### src/rtl/tmul_fp16_a_skew_feeder.sv
// A-row feeder for the 16-stage FP16 TMUL row pipeline: diagonal lane skew,
// tile sequencing, B-lock and result tagging.
module tmul_fp16_a_skew_feeder #(
    parameter int LANES = 16,
    parameter int DW    = 16
) (
    input  logic                  clk_i,
    input  logic                  rst_ni,
    input  logic                  start_i,
    input  logic [4:0]            num_rows_i,
    input  logic                  a_valid_i,
    output logic                  a_ready_o,
    input  logic [LANES*DW-1:0]   a_row_i,
    output logic [DW-1:0]         row_a_skew_o [LANES],
    output logic                  b_lock_o,
    output logic                  busy_o,
    output logic                  out_valid_o,
    output logic [3:0]            out_row_idx_o,
    output logic                  tile_done_o
);

    typedef enum logic [1:0] {
        IDLE   = 2'd0,
        STREAM = 2'd1,
        DRAIN  = 2'd2,
        DONE0  = 2'd3
    } state_e;

    state_e      state_q, state_d;
    logic [4:0]  n_q, n_d;
    logic [4:0]  cnt_q, cnt_d;
    logic [4:0]  cnt_inc;
    logic        accept;
    logic        head_last;
    logic        tile_done;

    logic        tv_q [LANES];
    logic [3:0]  ti_q [LANES];

    assign accept    = a_valid_i && (state_q == STREAM);
    assign cnt_inc   = cnt_q + 5'd1;
    assign head_last = tv_q[LANES-1] &&
                       ({1'b0, ti_q[LANES-1]} + 5'd1 == n_q);

    always_comb begin
        state_d   = state_q;
        n_d       = n_q;
        cnt_d     = cnt_q;
        tile_done = 1'b0;
        unique case (state_q)
            IDLE: begin
                if (start_i) begin
                    n_d   = (num_rows_i > 5'd16) ? 5'd16 : num_rows_i;
                    cnt_d = '0;
                    state_d = (num_rows_i == 5'd0) ? DONE0 : STREAM;
                end
            end
            STREAM: begin
                if (accept) begin
                    cnt_d = cnt_inc;
                    if (cnt_inc == n_q) state_d = DRAIN;
                end
            end
            DRAIN: begin
                if (head_last) begin
                    tile_done = 1'b1;
                    state_d   = IDLE;
                end
            end
            DONE0: begin
                // counter doubles as a one-cycle delay before the empty-tile pulse
                if (cnt_q[0]) begin
                    tile_done = 1'b1;
                    cnt_d     = '0;
                    state_d   = IDLE;
                end else begin
                    cnt_d = 5'd1;
                end
            end
            default: state_d = IDLE;
        endcase
    end

    always_ff @(posedge clk_i or negedge rst_ni) begin
        if (!rst_ni) begin
            state_q <= IDLE;
            n_q     <= '0;
            cnt_q   <= '0;
        end else begin
            state_q <= state_d;
            n_q     <= n_d;
            cnt_q   <= cnt_d;
        end
    end

    // Lane k: (k+1)-deep chain, bubbles enter as zero
    for (genvar k = 0; k < LANES; k++) begin : g_lane
        logic [DW-1:0] pipe_q [k+1];

        always_ff @(posedge clk_i or negedge rst_ni) begin
            if (!rst_ni) begin
                for (int j = 0; j <= k; j++) pipe_q[j] <= '0;
            end else begin
                pipe_q[0] <= accept ? a_row_i[k*DW +: DW] : '0;
                for (int j = 1; j <= k; j++) pipe_q[j] <= pipe_q[j-1];
            end
        end

        assign row_a_skew_o[k] = pipe_q[k];
    end

    always_ff @(posedge clk_i or negedge rst_ni) begin
        if (!rst_ni) begin
            for (int j = 0; j < LANES; j++) begin
                tv_q[j] <= 1'b0;
                ti_q[j] <= '0;
            end
        end else begin
            tv_q[0] <= accept;
            ti_q[0] <= accept ? cnt_q[3:0] : 4'd0;
            for (int j = 1; j < LANES; j++) begin
                tv_q[j] <= tv_q[j-1];
                ti_q[j] <= ti_q[j-1];
            end
        end
    end

    assign a_ready_o     = (state_q == STREAM);
    assign b_lock_o      = (state_q == STREAM) || (state_q == DRAIN);
    assign busy_o        = (state_q != IDLE);
    assign out_valid_o   = tv_q[LANES-1];
    assign out_row_idx_o = ti_q[LANES-1];
    assign tile_done_o   = tile_done;

endmodule

### config.mk
export PLATFORM = sky130hd
export DESIGN_NAME = tmul_fp16_a_skew_feeder
export DESIGN_NICKNAME = d
export VERILOG_FILES = /design/src/rtl/tmul_fp16_a_skew_feeder.sv
export SDC_FILE = /design/constraint.sdc
export NUM_CORES = 1
export LEC_CHECK = 0
export BUFFER_PORTS_ARGS = -buffer_cell sky130_fd_sc_hd__buf_2
export CAP_MARGIN = 20
export CORE_UTILIZATION = 38
export DETAILED_ROUTE_END_ITERATION = 8
export PLACE_DENSITY = 0.54
export SYNTH_ARGS = -nofsm -noshare
export SYNTH_HDL_FRONTEND = slang
export SYNTH_SLANG_ARGS = --single-unit
export TNS_END_PERCENT = 100
### constraint.sdc
create_clock -name clk_i -period 4.7 [get_ports clk_i]
set_input_delay 0.235 -clock clk_i [delete_from_list [all_inputs] [get_ports clk_i]]
set_output_delay 0.235 -clock clk_i [all_outputs]
set_load 0.05 [all_outputs]
=== After elaboration in Yosys (flattened, before gate mapping) ===
Cells that the tools add are included.

* $add $sub $neg: 2
* Magnitude comparators: 1
* Equality and inequality tests: 10
* Mux-type cells: 32
* Reduce and logical (&&, ||, !) cells: 10

{| class="wikitable"
|+ Operators with widths
! operator !! count
|-
| 2-to-1 mux 16 bit || 16
|-
| 2-to-1 mux 5 bit || 3
|-
| one-hot mux 5 bit (3 select lines) || 1
|-
| 2-to-1 mux 2 bit || 6
|-
| equality test 5 bit || 2
|-
| one-hot mux 2 bit (4 select lines) || 1
|-
| != test 2 bit (second input constant) || 3
|-
| adder 4 x 1 -> 5 bit (second input constant) || 1
|-
| adder 5 x 1 -> 5 bit (second input constant) || 1
|-
| > comparator 5 bit (second input constant) || 1
|-
| zero test 5 bit || 1
|-
| AND reduction 5 bit || 1
|-
| equality test 2 bit (second input constant) || 2
|-
| 2-to-1 mux 4 bit || 1
|-
| != test 2 x 1 -> 1 bit (second input constant) || 2
|-
| 2-to-1 mux 1 bit || 3
|-
| AND reduction 3 bit || 1
|-
| nonzero test 3 bit || 1
|-
| equality test 2 x 1 -> 1 bit (second input constant) || 1
|-
| logical AND 1 bit || 2
|-
| zero test 2 bit || 1
|-
| one-hot mux 1 bit (2 select lines) || 1
|-
| AND reduction 2 bit || 1
|-
| nonzero test 2 bit || 1
|-
| logical OR 1 bit || 1
|}

* Bits in registers: 2,268
* Input bits: 265
* Logic and storage cells: 226

=== Logic depth before layout (Yosys ltp) ===
* Word-level depth: 5
* Depth in mapped cells: 8
* Depth with buffers taken out: 7

=== Least setup slack after synthesis ===
No wires, ideal clock.

* Path type: flip-flop to output port
* Start point: register ti_q (netlist bit out_row_idx_o[0])
* End point: output tile_done_o
* Arrival time: 2,401 ps
* Data required time: 4,465 ps
* Path slack: 2,064 ps
* Stages on the path, launching flop included: 6
* Cells stage by stage: dfrtp_1 > ha_1 > o21ba_1 > a221oi_1 > o2111ai_1 > o21ai_0

* Longest elaborated chain between the ends: 5

{| class="wikitable"
|+ RTL lines
! element !! RTL line !! RTL
|-
| from (decl) || 38 || <nowiki>logic [3:0] ti_q [LANES];</nowiki>
|-
| from (signal, indexed assignment) || 123 || <nowiki>ti_q[j] <= ti_q[j-1];</nowiki>
|-
| adder 4 x 1 -> 5 bit || 43 || <nowiki>({1'b0, ti_q[LANES-1]} + 5'd1 == n_q);</nowiki>
|-
| equality test 5 bit || 43 ||
|-
| logical AND 1 bit || 42 || <nowiki>assign head_last = tv_q[LANES-1] &&</nowiki>
|-
| 2-to-1 mux 1 bit || 65 || <nowiki>if (head_last) begin</nowiki>
|-
| one-hot mux 1 bit (2 select lines) || 50 || <nowiki>unique case (state_q)</nowiki>
|-
| to (decl) || 19 || <nowiki>output logic tile_done_o</nowiki>
|}

Every way passes these cells.

=== Worst setup path after layout ===
Ends and elaborated chain as after synthesis.

==> run metrics <==
RSZ-0062 raised after global routing=no; worst slew pin tran=1.034 ns; cell count after synthesis=2911; Lkg Pwr=40.34 nW; Cell Area, Synth=60990 um^2; placed insts=5250; Die Width=402.6 um; Pre-antenna DRT Iters=4; internal power=33.86 mW; synthesized netlist net count=3183; critical path cell sequence=ha_1 > o21ba_1 > a221oi_1 > o2111ai_1 > o21ai_0 > buf_2; core footprint=158900 um^2; post-DP HPWL=54220 um; R2R Path Start=state_q[1]$_DFFE_PN0P_; vias in the first global route=26451; Max Fclk=0.3339 GHz; count of flip-flops with a built-in enable after synthesis=0; clk_skew=0.07455 ns; final wirelength=93930 um; I/O Pins=530; Comb power frac=0.080; Final Slew Violations=0; Post-CTS Hold Buffers=305; Max-slew headroom=0.3109; Clock Tree Root=clkbuf_16; Worst-path clk slew=0.06 ns; R2R Setup Slk=2.27 ns; nets=3970; Setup CP Type=reg2out; status=completed; Crit. Startpoint=out_row_idx_o[0]$_DFF_PN0_; Starting DRT DRC Count=1236; antenna violations before repair=13; gr usage total=0.1209; crit path time final=2.995 ns; most frequent cells in the layout=2268 x dfrtp_1, 527 x buf_2, 305 x dlygate4sd3_1; Max stage delay on crit path=0.42 ns; period utilisation layout=0.6373; CP max-delay cell=dfrtp_1; Cell variety after synth=32; power per cell area=591.1 nW/um^2; Final GP Congestion=0.7625; clock sink count=2268; Worst Path Required=4.47 ns; Num CTS Buffers=213; fill cell count=13191; share of layout cells above drive strength 1=0.2381; VDD IR-drop max=0.3679 mV; Primary FF master, synth=dfrtp_1; Net Sw Power=10.66 mW; commonest non-fill, non-tap cell in the layout=dfrtp_1; CP top delay family=compound AO/OA/AOI/OAI gates; Resized cells post-CTS=0; port buffer count=529; Crit. End Element=output port; Residual DRC=0; sequential share of the synthesized area=0.9305; setup_tns=0 ns; Final Hold Fails=0; # rows=146; clk buf depth=3; vias per inst=4.022; Sw Share=0.2394; Max FO, Critical Path=4; Post-Syn Area per Cell=20.95 um^2; synthesis-to-layout area growth=23.47%; CP bufs+invs=1; Hold Path Class=in2async; yosys warns=0; Clock Latency Late Sink=0.84 ns; final std cells w/o fill=5954; clock share of power=0.395; Startpoint Class=flip-flop; post-detailed-route count of antenna-violating nets=0; Flop pwr share=0.525; via count=23946; Routed WL per cell=15.78 um; CTS tree=built; worst endpoint data arrival time=2.76 ns; Initial Util=0.3838; postcts setup bufs=0; max cap viols=0; area of the die=162100 um^2; synthesis-stage register bit count=2268; pin count of the biggest net entering global routing=175; final setup fails=0; GRT overflow=0; Synth async-reset ratio=1.000; Clock H-tree levels=4; first-pass GRT wire length=150500 um; Die Y=402.6 um
==> flip-flops by register name, summed over array words and instances (netlist names) <==
signal / count
n_q: 5
row_a_skew_o: 240
g_lane.pipe_q: 1936
out_row_idx_o: 4
out_valid_o: 1
ti_q: 60
cnt_q: 5
tv_q: 15
state_q: 2
==> cell type report <==
cell class                      instances  area, um^2  area share
Clock buffer                          309        6212     0.08249
Multi-Input combinational cell        334        2176     0.02889
Tap cell                             2072        2592     0.03442
Clock inverter                         85        1323     0.01756
Timing Repair Buffer                  875        6217     0.08256
Inverter                                6       22.52   0.0002991
Sequential cell                      2268       56750      0.7536
Antenna cell                            5       12.51   0.0001661
==> path summary, 6_finish.rpt <==
| path | cells after the start | end |
|---|---|---|
| setup / recovery | 6 | tile_done_o |
| hold / removal | 2 | g_lane[3].pipe_q[62]$_DFF_PN0_ |
| setup reg to reg | 5 | g_lane[6].pipe_q[99]$_DFF_PN0_ |
| hold reg to reg | 0 | g_lane[5].pipe_q[46]$_DFF_PN0_ |
| max in group asynchronous | 3 | g_lane[8].pipe_q[127]$_DFF_PN0_ |
| min in group clk_i | 3 | g_lane[7].pipe_q[114]$_DFF_PN0_ |
==> layer usage <==
metal,vias up,share of wire,routed length (um),GRT usage
li1,10578,-,-,-
met1,12519,0.42,39370,0.1567
met2,582,0.47,44340,0.1833
met3,257,0.063,5902,0.03961
met4,10,0.045,4250,0.06013
met5,-,0.00077,72,0
==> power by group through the flow <==
stage          registers (mW)  clock network (mW)  logic (mW)
6_report                 23.4                17.6        3.56
4_1_cts                  23.4                18.2        3.64
3_5_place_dp             23.8                   0        3.35
3_3_place_gp             23.7                   0        3.31
2_1_floorplan            23.5                   0        2.45
5_1_grt                  23.7                19.1        3.83
==> through the flow <==
| step | power, mW | area (um^2) | utilization | hold slack (ns) | setup slack, ns |
|---|---|---|---|---|---|
| after floorplan | 25.94 | 60990 | - | -0.06059 | 2.064 |
| after global placement | 26.99 | 64710 | 0.4072 | 0.3311 | 2.570 |
| after detailed placement | 27.14 | 64710 | 0.4072 | 0.3347 | 2.536 |
| after CTS | 45.32 | 75300 | 0.4738 | 0.06086 | 1.659 |
| after global routing | 46.59 | 75310 | 0.4738 | 0.1001 | 1.537 |
| final | 44.52 | 75310 | 0.4739 | 0.1088 | 1.705 |
==> Yosys cell counts, drive strengths merged (3+ instances only) <==
master  count  area share
xor2        3     0.00043
nor2        4     0.00025
dfrtp    2268        0.93
nand2      10     0.00062
nand3       3     0.00025
and3      260       0.027
nand2b      5     0.00051
buf       245       0.030
nor3        3     0.00025
xnor2      10      0.0014
clkbuf     58      0.0036
ha          7      0.0014
o21ai       7     0.00057
inv         6     0.00037
==> logic make-up (layout without fill, tap and decap cells) <==
| group | count (synthesis) | after routing | synth area share |
|---|---|---|---|
| AOI/OAI and AO/OA | 18 | 18 | 0.002154 |
| xor gates and xnor gates | 13 | 13 | 0.001867 |
| adders and majority gates | 7 | 7 | 0.001436 |
| buffers and inverters | 309 | 1275 | 0.03405 |
| DFF | 2268 | 2268 | 0.9305 |
| muxes | 4 | 4 | 0.0006974 |
| other | 0 | 5 | 0 |
| and+or+nand+nor | 292 | 292 | 0.02931 |
Note: power is estimated with default switching activity, not from simulation.
